### config.mk
export PLATFORM = sky130hd
export DESIGN_NAME = unified_mem_arbiter_flat
export DESIGN_NICKNAME = d
export VERILOG_FILES = /design/src/rtl/riscv_pkg.sv /design/src/rtl/unified_mem_arbiter_if.sv /design/src/rtl/arb_timeout_counter.sv /design/src/rtl/unified_mem_arbiter.sv /design/src/flat_wrapper.sv
export SDC_FILE = /design/constraint.sdc
export NUM_CORES = 1
export LEC_CHECK = 0
export ABC_AREA = 1
export BUFFER_PORTS_ARGS = -buffer_cell sky130_fd_sc_hd__buf_2
export CORE_ASPECT_RATIO = 0.75
export CORE_MARGIN = 4
export CORE_UTILIZATION = 50
export CTS_CLUSTER_DIAMETER = 60
export DETAILED_ROUTE_END_ITERATION = 12
export PLACE_DENSITY = 0.85
export SKIP_LAST_GASP = 1
export SYNTH_ARGS = -nofsm -noshare
export SYNTH_HDL_FRONTEND = slang
export SYNTH_HIERARCHICAL = 1
export SYNTH_SLANG_ARGS = --single-unit
### constraint.sdc
create_clock -name clk -period 2.8 [get_ports clk]
set_input_delay 0.42 -clock clk [delete_from_list [all_inputs] [get_ports clk]]
set_output_delay 0.42 -clock clk [all_outputs]
set_load 0.1 [all_outputs]
### src/rtl/riscv_pkg.sv
// riscv_pkg: shared definitions for the unified memory arbiter.
//   DefaultWordBitwidth : default address/data width
//   arb_state_e         : arbiter FSM state encoding
package riscv_pkg;

  localparam int unsigned DefaultWordBitwidth = 32;

  typedef enum logic [1:0] {
    StIdle     = 2'd0,
    StInstBusy = 2'd1,
    StDataBusy = 2'd2
  } arb_state_e;

endpackage

### src/rtl/unified_mem_arbiter_if.sv
// unified_mem_arbiter_if: bundle of the instruction port, data port, shared memory port and
// error flag of the unified memory arbiter.
//   slave  : arbiter view (requests and mem response in, results and mem request out)
//   master : environment view (requesters plus memory), directions reversed
interface unified_mem_arbiter_if
  import riscv_pkg::*;
#(
  parameter int unsigned WORD_BITWIDTH = DefaultWordBitwidth
) ();

  logic                     inst_ce;
  logic [WORD_BITWIDTH-1:0] inst_addr;
  logic [WORD_BITWIDTH-1:0] inst_rdata;
  logic                     inst_valid;

  logic                     data_ce;
  logic                     data_we;
  logic [WORD_BITWIDTH-1:0] data_addr;
  logic [WORD_BITWIDTH-1:0] data_wdata;
  logic [WORD_BITWIDTH-1:0] data_rdata;
  logic                     data_valid;

  logic                     mem_req;
  logic                     mem_we;
  logic [WORD_BITWIDTH-1:0] mem_addr;
  logic [WORD_BITWIDTH-1:0] mem_wdata;
  logic [WORD_BITWIDTH-1:0] mem_rdata;
  logic                     mem_ack;

  logic                     err;

  modport slave (
    input  inst_ce, inst_addr,
    output inst_rdata, inst_valid,
    input  data_ce, data_we, data_addr, data_wdata,
    output data_rdata, data_valid,
    output mem_req, mem_we, mem_addr, mem_wdata,
    input  mem_rdata, mem_ack,
    output err
  );

  modport master (
    output inst_ce, inst_addr,
    input  inst_rdata, inst_valid,
    output data_ce, data_we, data_addr, data_wdata,
    input  data_rdata, data_valid,
    input  mem_req, mem_we, mem_addr, mem_wdata,
    output mem_rdata, mem_ack,
    input  err
  );

endinterface

### src/rtl/arb_timeout_counter.sv
// arb_timeout_counter: counts consecutive cycles with run high and flags the cycle in which
// the count reaches Limit. Clears whenever run is low.
//   clk     : clock
//   rst     : asynchronous active-low reset
//   run     : high while the arbiter is waiting on the memory
//   expired : high during the Limit-th consecutive run cycle
module arb_timeout_counter #(
  parameter int unsigned Limit = 16
) (
  input  logic clk,
  input  logic rst,
  input  logic run,
  output logic expired
);

  localparam int unsigned CntW = $clog2(Limit + 1);

  logic [CntW-1:0] cnt_q, cnt_d;

  always_comb begin
    cnt_d = run ? cnt_q + CntW'(1) : '0;
  end

  always_ff @(posedge clk or negedge rst) begin
    if (!rst) begin
      cnt_q <= '0;
    end else begin
      cnt_q <= cnt_d;
    end
  end

  // cnt_q holds the number of run cycles already completed.
  assign expired = run && (cnt_q == CntW'(Limit - 1));

endmodule

### src/rtl/unified_mem_arbiter.sv
// unified_mem_arbiter: shares one memory port between an instruction-fetch requester and a
// data (load/store) requester.
//   clk : clock, all state on the rising edge
//   rst : asynchronous active-low reset
//   bus : unified_mem_arbiter_if.slave
//         inst_ce/inst_addr in, inst_rdata/inst_valid out (fetch)
//         data_ce/data_we/data_addr/data_wdata in, data_rdata/data_valid out (load/store)
//         mem_req/mem_we/mem_addr/mem_wdata out, mem_rdata/mem_ack in (memory)
//         err out (sticky watchdog flag)
// Build option: define ARB_TIMEOUT_EN to add the acknowledge watchdog (arb_timeout_counter);
// without it BUSY waits forever and err is tied low.
module unified_mem_arbiter
  import riscv_pkg::*;
#(
  parameter int unsigned WORD_BITWIDTH  = DefaultWordBitwidth,
  parameter int unsigned TIMEOUT_CYCLES = 16
) (
  input logic                 clk,
  input logic                 rst,
  unified_mem_arbiter_if.slave bus
);

  arb_state_e state_q, state_d;

  logic [WORD_BITWIDTH-1:0] mem_addr_q, mem_addr_d;
  logic [WORD_BITWIDTH-1:0] mem_wdata_q, mem_wdata_d;
  logic                     mem_we_q, mem_we_d;
  logic [WORD_BITWIDTH-1:0] inst_rdata_q, inst_rdata_d;
  logic [WORD_BITWIDTH-1:0] data_rdata_q, data_rdata_d;
  logic                     inst_valid_q, inst_valid_d;
  logic                     data_valid_q, data_valid_d;
  logic                     last_data_q, last_data_d;

  logic inst_elig, data_elig;
  logic grant_inst, grant_data;
  logic busy;
  logic timeout;

  // A requester still sees its own valid pulse while it drops ce, so mask it for that cycle.
  assign inst_elig  = bus.inst_ce && !inst_valid_q;
  assign data_elig  = bus.data_ce && !data_valid_q;
  assign grant_data = data_elig && (!inst_elig || !last_data_q);
  assign grant_inst = inst_elig && !grant_data;
  assign busy       = (state_q != StIdle);

`ifdef ARB_TIMEOUT_EN
  logic expired;
  logic err_q;

  arb_timeout_counter #(
    .Limit (TIMEOUT_CYCLES)
  ) u_timeout (
    .clk     (clk),
    .rst     (rst),
    .run     (busy),
    .expired (expired)
  );

  // An ack in the limit cycle completes normally.
  assign timeout = expired && !bus.mem_ack;

  always_ff @(posedge clk or negedge rst) begin
    if (!rst) begin
      err_q <= 1'b0;
    end else begin
      err_q <= err_q | timeout;
    end
  end

  assign bus.err = err_q;
`else
  assign timeout = 1'b0;
  assign bus.err = 1'b0;
`endif

  // State register.
  always_ff @(posedge clk or negedge rst) begin
    if (!rst) begin
      state_q <= StIdle;
    end else begin
      state_q <= state_d;
    end
  end

  // Next-state logic.
  always_comb begin
    state_d = state_q;
    unique case (state_q)
      StIdle: begin
        if (grant_data) begin
          state_d = StDataBusy;
        end else if (grant_inst) begin
          state_d = StInstBusy;
        end
      end
      StInstBusy, StDataBusy: begin
        if (bus.mem_ack || timeout) begin
          state_d = StIdle;
        end
      end
      default: state_d = StIdle;
    endcase
  end

  // Output and datapath logic.
  always_comb begin
    mem_addr_d   = mem_addr_q;
    mem_we_d     = mem_we_q;
    mem_wdata_d  = mem_wdata_q;
    last_data_d  = last_data_q;
    inst_rdata_d = inst_rdata_q;
    data_rdata_d = data_rdata_q;
    inst_valid_d = 1'b0;
    data_valid_d = 1'b0;
    unique case (state_q)
      StIdle: begin
        if (grant_data) begin
          mem_addr_d  = bus.data_addr;
          mem_we_d    = bus.data_we;
          mem_wdata_d = bus.data_wdata;
          last_data_d = 1'b1;
        end else if (grant_inst) begin
          mem_addr_d  = bus.inst_addr;
          mem_we_d    = 1'b0;
          mem_wdata_d = '0;
          last_data_d = 1'b0;
        end
      end
      StInstBusy: begin
        if (bus.mem_ack) begin
          inst_rdata_d = bus.mem_rdata;
          inst_valid_d = 1'b1;
        end else if (timeout) begin
          inst_rdata_d = '0;
          inst_valid_d = 1'b1;
        end
      end
      StDataBusy: begin
        if (bus.mem_ack) begin
          if (!mem_we_q) begin
            data_rdata_d = bus.mem_rdata;
          end
          data_valid_d = 1'b1;
        end else if (timeout) begin
          data_rdata_d = '0;
          data_valid_d = 1'b1;
        end
      end
      default: ;
    endcase

    bus.mem_req    = busy;
    bus.mem_we     = mem_we_q;
    bus.mem_addr   = mem_addr_q;
    bus.mem_wdata  = mem_wdata_q;
    bus.inst_rdata = inst_rdata_q;
    bus.inst_valid = inst_valid_q;
    bus.data_rdata = data_rdata_q;
    bus.data_valid = data_valid_q;
  end

  always_ff @(posedge clk or negedge rst) begin
    if (!rst) begin
      mem_addr_q   <= '0;
      mem_we_q     <= 1'b0;
      mem_wdata_q  <= '0;
      last_data_q  <= 1'b0;
      inst_rdata_q <= '0;
      data_rdata_q <= '0;
      inst_valid_q <= 1'b0;
      data_valid_q <= 1'b0;
    end else begin
      mem_addr_q   <= mem_addr_d;
      mem_we_q     <= mem_we_d;
      mem_wdata_q  <= mem_wdata_d;
      last_data_q  <= last_data_d;
      inst_rdata_q <= inst_rdata_d;
      data_rdata_q <= data_rdata_d;
      inst_valid_q <= inst_valid_d;
      data_valid_q <= data_valid_d;
    end
  end

endmodule

### src/flat_wrapper.sv
// flat-port wrapper written by rule: the top's interface ports become plain ports
module unified_mem_arbiter_flat import riscv_pkg::*;
#(
  parameter int unsigned WORD_BITWIDTH  = DefaultWordBitwidth,
  parameter int unsigned TIMEOUT_CYCLES = 16
)
  (clk, rst, bus_inst_ce, bus_inst_addr, bus_inst_rdata, bus_inst_valid, bus_data_ce, bus_data_we, bus_data_addr, bus_data_wdata, bus_data_rdata, bus_data_valid, bus_mem_req, bus_mem_we, bus_mem_addr, bus_mem_wdata, bus_mem_rdata, bus_mem_ack, bus_err);
  unified_mem_arbiter_if #(.WORD_BITWIDTH(WORD_BITWIDTH)) bus_i ();
  input logic clk;
  input logic rst;
  input wire logic [$bits(bus_i.inst_ce)-1:0] bus_inst_ce;
  input wire logic [$bits(bus_i.inst_addr)-1:0] bus_inst_addr;
  output wire logic [$bits(bus_i.inst_rdata)-1:0] bus_inst_rdata;
  output wire logic [$bits(bus_i.inst_valid)-1:0] bus_inst_valid;
  input wire logic [$bits(bus_i.data_ce)-1:0] bus_data_ce;
  input wire logic [$bits(bus_i.data_we)-1:0] bus_data_we;
  input wire logic [$bits(bus_i.data_addr)-1:0] bus_data_addr;
  input wire logic [$bits(bus_i.data_wdata)-1:0] bus_data_wdata;
  output wire logic [$bits(bus_i.data_rdata)-1:0] bus_data_rdata;
  output wire logic [$bits(bus_i.data_valid)-1:0] bus_data_valid;
  output wire logic [$bits(bus_i.mem_req)-1:0] bus_mem_req;
  output wire logic [$bits(bus_i.mem_we)-1:0] bus_mem_we;
  output wire logic [$bits(bus_i.mem_addr)-1:0] bus_mem_addr;
  output wire logic [$bits(bus_i.mem_wdata)-1:0] bus_mem_wdata;
  input wire logic [$bits(bus_i.mem_rdata)-1:0] bus_mem_rdata;
  input wire logic [$bits(bus_i.mem_ack)-1:0] bus_mem_ack;
  output wire logic [$bits(bus_i.err)-1:0] bus_err;
  assign bus_i.inst_ce = bus_inst_ce;
  assign bus_i.inst_addr = bus_inst_addr;
  assign bus_inst_rdata = bus_i.inst_rdata;
  assign bus_inst_valid = bus_i.inst_valid;
  assign bus_i.data_ce = bus_data_ce;
  assign bus_i.data_we = bus_data_we;
  assign bus_i.data_addr = bus_data_addr;
  assign bus_i.data_wdata = bus_data_wdata;
  assign bus_data_rdata = bus_i.data_rdata;
  assign bus_data_valid = bus_i.data_valid;
  assign bus_mem_req = bus_i.mem_req;
  assign bus_mem_we = bus_i.mem_we;
  assign bus_mem_addr = bus_i.mem_addr;
  assign bus_mem_wdata = bus_i.mem_wdata;
  assign bus_i.mem_rdata = bus_mem_rdata;
  assign bus_i.mem_ack = bus_mem_ack;
  assign bus_err = bus_i.err;
  unified_mem_arbiter #(.WORD_BITWIDTH(WORD_BITWIDTH), .TIMEOUT_CYCLES(TIMEOUT_CYCLES)) u_core (.clk(clk), .rst(rst), .bus(bus_i));
endmodule
==> flow_summary.json, run 1 <==
{
  "synth_area_leaders": "dfrtp_1 (59%), nand2_1 (18%), inv_1 (6.9%)",
  "fp.dieW_um": 131.4,
  "die_h_um": 100.5,
  "finalSetupViolations": 0,
  "final-hold-violation-count": 4,
  "drc": 0,
  "startpoint_type": "register",
  "synth_top_area_frac": 0.5876,
  "crit_type": "register to primary output",
  "track_usage": 0.2347,
  "drv_slew": 0,
  "cts-hold-fix-buffers": 0,
  "cts.sinks": 134,
  "dpl.hpwl_mm": 10.97,
  "insertedDiodeCount": 0,
  "grt_pass1_wl_mm": 24.70,
  "rsz0062_at_grt": "no",
  "crit_top_cell": "inv_1",
  "port_buffers": 265,
  "ys_seq_area_frac": 0.5876,
  "grt_pass1_vias": 4986,
  "synth_cell_types": 15,
  "clock.fmax_mhz": 482.5,
  "avgViaCountPerCell": 4.728,
  "tightest_slew_ns": 1.025,
  "fin_hold_ws_ns": -0.007545,
  "status": "finished, violations left",
  "cp.arrival_ns": 1.65,
  "initial_core_util": 0.5176,
  "row_count": 33,
  "crit_slowest_cell": "buf_2",
  "core-area_um2": 11020,
  "slowest_delay_ns": 0.45,
  "max_cap_violations": 0,
  "final_cell_mix": "nand2_1 (269), buf_2 (264), dfrtp_1 (134), inv_1 (105)",
  "yosys_warnings": 6,
  "period_needed_ns": 2.073,
  "cts_tree": "built",
  "min_period_over_period": 0.7402,
  "n_fill_cell": 880,
  "cp_max_fo": 3,
  "wl_per_cell_um": 14.12,
  "drive_above_1_share": 0.3271,
  "wl_met1_mm": 6.476,
  "crit_chain": "inv_1 -> ha_1 -> inv_1 -> buf_2",
  "final_common_cell": "nand2_1",
  "drt_iter0_drc": 350,
  "cts_buffers": 17,
  "clkTransAtPathRegs_ns": 0.06,
  "avgSynthCellArea_um2": 8.271,
  "dr_wl_met3_mm": 1.360,
  "area_growth_pct": 34.86,
  "num_vias": 5187,
  "clk_latency_ns": 0.40,
  "mappedNetlistArea_um2": 5707,
  "yosysTopAreaCell": "dfrtp_1",
  "first_pass_iters": 4,
  "ys_seq_elements": 134,
  "root_buffer": "clkbuf_16",
  "finClkSkew_ns": 0.008237,
  "gp_congestion": 0.8323,
  "met2_length_mm": 7.480,
  "ant_nets": 0,
  "io-pin-count": 267,
  "cts_setup_buffers": 0,
  "required_ns": 2.38,
  "dieArea_um2": 13200,
  "setup_tns_ns": 0,
  "syn-num-nets": 827,
  "fin_nets": 1081,
  "h-tree-depth": 4,
  "ctsResizeCount": 0,
  "critPathCaptureType": "primary output",
  "grt_max_degree": 71,
  "synthCells": 690,
  "cts_buffer_depth": 2,
  "antenna_found_initial": 0,
  "violations": "hold timing",
  "top_layer": "met4",
  "slew-limit-headroom": 0.3143,
  "hold_path.class": "input pin to async pin",
  "grt.overflow.total": 0,
  "final_util": 0.6981,
  "finalWirelength_mm": 15.49
}
==> sequential cells by signal, summed over array words and instances (netlist names) <==
register,count
u_core/last_data_q,1
u_core/bus.mem_addr,32
u_core/bus.data_valid,1
u_core/bus.data_rdata,32
u_core/bus.mem_wdata,32
u_core/state_q,2
u_core/bus.inst_rdata,32
u_core/bus.mem_we,1
u_core/bus.inst_valid,1
==> layer usage <==
layer,up-vias,track usage
met2,220,0.3885
met4,0,0.07264
met1,2363,0.3022
li1,2592,-
met3,12,0.07236
met5,-,0
==> cell type report <==
| type | instances | area [um^2] | share of cell area |
|---|---|---|---|
| flip-flops and latches | 134 | 3353 | 0.4357 |
| multi-input cells | 412 | 1769 | 0.2299 |
| repair buffers | 271 | 1386 | 0.1801 |
| clock buffers | 19 | 452.9 | 0.05885 |
| inverters | 108 | 405.4 | 0.05267 |
| well taps | 140 | 175.2 | 0.02276 |
| clock inverters | 13 | 153.9 | 0.02000 |
==> stage by stage <==
step / hold WS (ns) / instance area [um^2] / setup slack (ns) / instances
final: -0.007545 / 7696 / 0.7274 / 1097
after global routing: 0.02733 / 7696 / 0.6263 / 1097
after CTS: 0.002595 / 7696 / 0.7037 / 1097
after detailed placement: 0.4355 / 7089 / 0.9497 / 1065
after global placement: 0.4275 / 7089 / 1.079 / 1065
after floorplan: 0.1244 / 5707 / 0.9826 / 690
==> synthesized netlist by cell type, drive strengths merged <==
library cell,n
nor2,2
inv,108
buf,25
conb,1
o21ai,66
nand3,67
nand2,273
dfrtp,134
clkbuf,11
ha,3
==> logic make-up (layout without fill, tap and decap cells) <==
group / after synthesis / after routing / share of synthesized area
AND/OR/NAND/NOR: 342 / 342 / 0.2436
buffers and inverters: 144 / 411 / 0.1037
flip-flops: 134 / 134 / 0.5876
AO/OA/AOI/OAI: 66 / 66 / 0.05788
adder cells (fa/ha/maj): 3 / 3 / 0.006578
other: 1 / 1 / 0.0006571
==> final timing paths <==
| kind | cells past startpoint | slack (ns) | startpoint | end |
|---|---|---|---|---|
| hold reg to reg | 2 | 0.47 | u_core/bus.mem_wdata[31]$_DFFE_PN0P_ | u_core/bus.mem_wdata[31]$_DFFE_PN0P_ |
| max in group asynchronous | 2 | 2.04 | rst | u_core/bus.mem_wdata[31]$_DFFE_PN0P_ |
| hold / removal | 1 | -0.008 | rst | u_core/bus.inst_rdata[29]$_DFFE_PN0P_ |
| min in group clk | 3 | 0.22 | bus_data_wdata[7] | u_core/bus.mem_wdata[7]$_DFFE_PN0P_ |
| setup / recovery | 4 | 0.73 | u_core/state_q[0]$_DFFE_PN0P_ | bus_mem_req |
| setup reg to reg | 6 | 0.98 | u_core/state_q[0]$_DFFE_PN0P_ | u_core/bus.data_rdata[3]$_DFFE_PN0P_ |
==> worst max-delay path: cells and delay by family (launching register included) <==
| kind | cells | cell delay [ns] |
|---|---|---|
| flops | 1 | 0.38 |
| buf+inv | 3 | 0.65 |
| fa+ha+maj | 1 | 0.23 |
Power of run 1 is left out: the tool's default activity adds up to more than one toggle a clock period on the data nets, which glitch-free logic cannot reach.
==> run 2, diff against run 1 <==
--- a/config.mk
+++ b/config.mk
@@ -9,10 +9,10 @@
 export BUFFER_PORTS_ARGS = -buffer_cell sky130_fd_sc_hd__buf_2
 export CORE_ASPECT_RATIO = 0.75
 export CORE_MARGIN = 4
-export CORE_UTILIZATION = 50
+export CORE_UTILIZATION = 42
 export CTS_CLUSTER_DIAMETER = 60
 export DETAILED_ROUTE_END_ITERATION = 12
-export PLACE_DENSITY = 0.85
+export PLACE_DENSITY = 0.76
 export SKIP_LAST_GASP = 1
 export SYNTH_ARGS = -nofsm -noshare
 export SYNTH_HDL_FRONTEND = slang
==> constraint.sdc (replaced) <==
create_clock -name clk -period 1.9 [get_ports clk]
set_input_delay 0.285 -clock clk [delete_from_list [all_inputs] [get_ports clk]]
set_output_delay 0.285 -clock clk [all_outputs]
set_load 0.1 [all_outputs]
==> run 2 against run 1 <==
The run now ends clean. First-iteration DRC count fell by 31%. Critical path depth did not move. Count of clock-buffer cells in the layout did not move. Via count rose by 2.3%. Global-route usage fell by 3.6 points. Die area rose by 18%. Highest routed layer unchanged.
==> flow_summary.json, run 2 (same netlist as run 1, synthesis figures left out) <==
{
  "initial_core_util": 0.4339,
  "avgViaCountPerCell": 4.672,
  "tightest_slew_ns": 0.6011,
  "setup_tns_ns": 0,
  "clk_latency_ns": 0.40,
  "grt_max_degree": 67,
  "holdCritStartpoint": "bus_data_wdata[10]",
  "critPathBufInv": 3,
  "hold_path.class": "input pin to register",
  "rsz0062_at_grt": "no",
  "io-pin-count": 267,
  "critPathCaptureType": "primary output",
  "num_vias": 5307,
  "grt_pass1_wl_mm": 24.54,
  "die_h_um": 109.0,
  "hold_end": "u_core/bus.mem_wdata[10]$_DFFE_PN0P_",
  "postPlaceCellArea_um2": 7222,
  "required_ns": 1.62,
  "drt_iter0_drc": 243,
  "fin_hold_ws_ns": 0.07261,
  "area_growth_pct": 37.34,
  "drv_slew": 0,
  "port_buffers": 265,
  "insertedDiodeCount": 0,
  "clkTransAtPathRegs_ns": 0.06,
  "dieArea_um2": 15540,
  "max_cap_violations": 0,
  "rr_worst_depth": 5,
  "min_period_over_period": 0.9312,
  "status": "finished, final reports clean",
  "cts_tree": "built",
  "row_count": 36,
  "crit_type": "register to primary output",
  "startpoint_type": "register",
  "crit_top_cell": "inv_1",
  "clock.fmax_mhz": 565.2,
  "ff2ff_setup_slack_ns": 0.31,
  "dpl.hpwl_mm": 11.29,
  "cp_max_fo": 3,
  "cp.arrival_ns": 1.48,
  "crit_slowest_cell": "dfrtp_1",
  "drc": 0,
  "first_pass_iters": 5,
  "core-area_um2": 13150,
  "hold_depth": 3,
  "ant_nets": 0,
  "timing.rr.end": "u_core/bus.mem_we$_DFFE_PN0P_",
  "fin_area_um2": 7838,
  "track_usage": 0.1991,
  "cts_buffers": 17,
  "finalSetupViolations": 0,
  "final_common_cell": "nand2_1",
  "finalWirelength_mm": 15.74,
  "slew-limit-headroom": 0.5987,
  "cts.sinks": 134,
  "finClkSkew_ns": 0.01345,
  "final-hold-violation-count": 0,
  "h-tree-depth": 4,
  "wl_per_cell_um": 13.86,
  "slowest_delay_ns": 0.37,
  "cts_buffer_depth": 2,
  "final_cell_mix": "nand2_1 (269), buf_2 (263), dfrtp_1 (134), inv_1 (105)",
  "antenna_found_initial": 0,
  "drive_above_1_share": 0.3295,
  "root_buffer": "clkbuf_16",
  "grt_pass1_vias": 5022,
  "crit_chain": "inv_1 -> ha_1 -> inv_1 -> buf_4",
  "final_util": 0.5959,
  "fp.dieW_um": 142.6,
  "r2r_start": "u_core/state_q[1]$_DFFE_PN0P_",
  "gp_congestion": 0.8416,
  "fin_nets": 1089,
  "grt.overflow.total": 0,
  "path_delay_family": "buffers and inverters",
  "period_needed_ns": 1.769
}
-- run 2: layer usage --
metal  part of all wire  global-route usage  wire (um)  up-vias
met5                  0                   0          0        -
met4              0.012             0.06377        191        0
met3              0.099             0.06751       1560       17
met2               0.47              0.3244       7473      233
met1               0.41              0.2518       6516     2448
li1                   -                   -          -     2609
-- run 2: worst min-delay path, delay by kind of cell --
family | cells | cell delay [ns]
buffers and inverters | 1 | 0.07
AND/OR/NAND/NOR | 2 | 0.08
-- run 2: worst max-delay path by stage --
stage                                                     to  cells past startpoint  slack, ns                       startpoint
after floorplan           u_core/bus.mem_addr[0]$_DFFE_PN0P_                      8       0.08  u_core/bus.inst_valid$_DFF_PN0_
after global placement    u_core/bus.mem_addr[4]$_DFFE_PN0P_                      6       0.41    u_core/state_q[0]$_DFFE_PN0P_
after detailed placement       u_core/bus.mem_we$_DFFE_PN0P_                      5       0.32    u_core/state_q[1]$_DFFE_PN0P_
after CTS                                        bus_mem_req                      4       0.10    u_core/state_q[0]$_DFFE_PN0P_
after global routing                             bus_mem_req                      4       0.07    u_core/state_q[0]$_DFFE_PN0P_
final                                            bus_mem_req                      4       0.13    u_core/state_q[0]$_DFFE_PN0P_
-- run 2: metrics by stage --
step	instances	setup WS, ns
finish	1136	0.1307
global route	1136	0.06633
CTS	1136	0.1004
detailed placement	1103	0.3167
global placement	1103	0.4099
floorplan	690	0.08262
-- run 2: cell type report --
cell class / instances / area (um^2)
multi-input cells: 412 / 1769
fillers: 1204 / 5315
clock buffers: 19 / 432.9
clock inverters: 13 / 170.2
well taps: 171 / 214.0
flip-flops and latches: 134 / 3353
repair buffers: 279 / 1493
inverters: 108 / 405.4
-- run 2: what timing repair did --
action,4_1_cts,5_1_grt
hold endpoints to repair,39,0
setup endpoints to repair,1,0
gates resized for setup,1,0
buffers inserted,0,0
hold buffers,1,0
Power of run 2 is left out for the same reason.
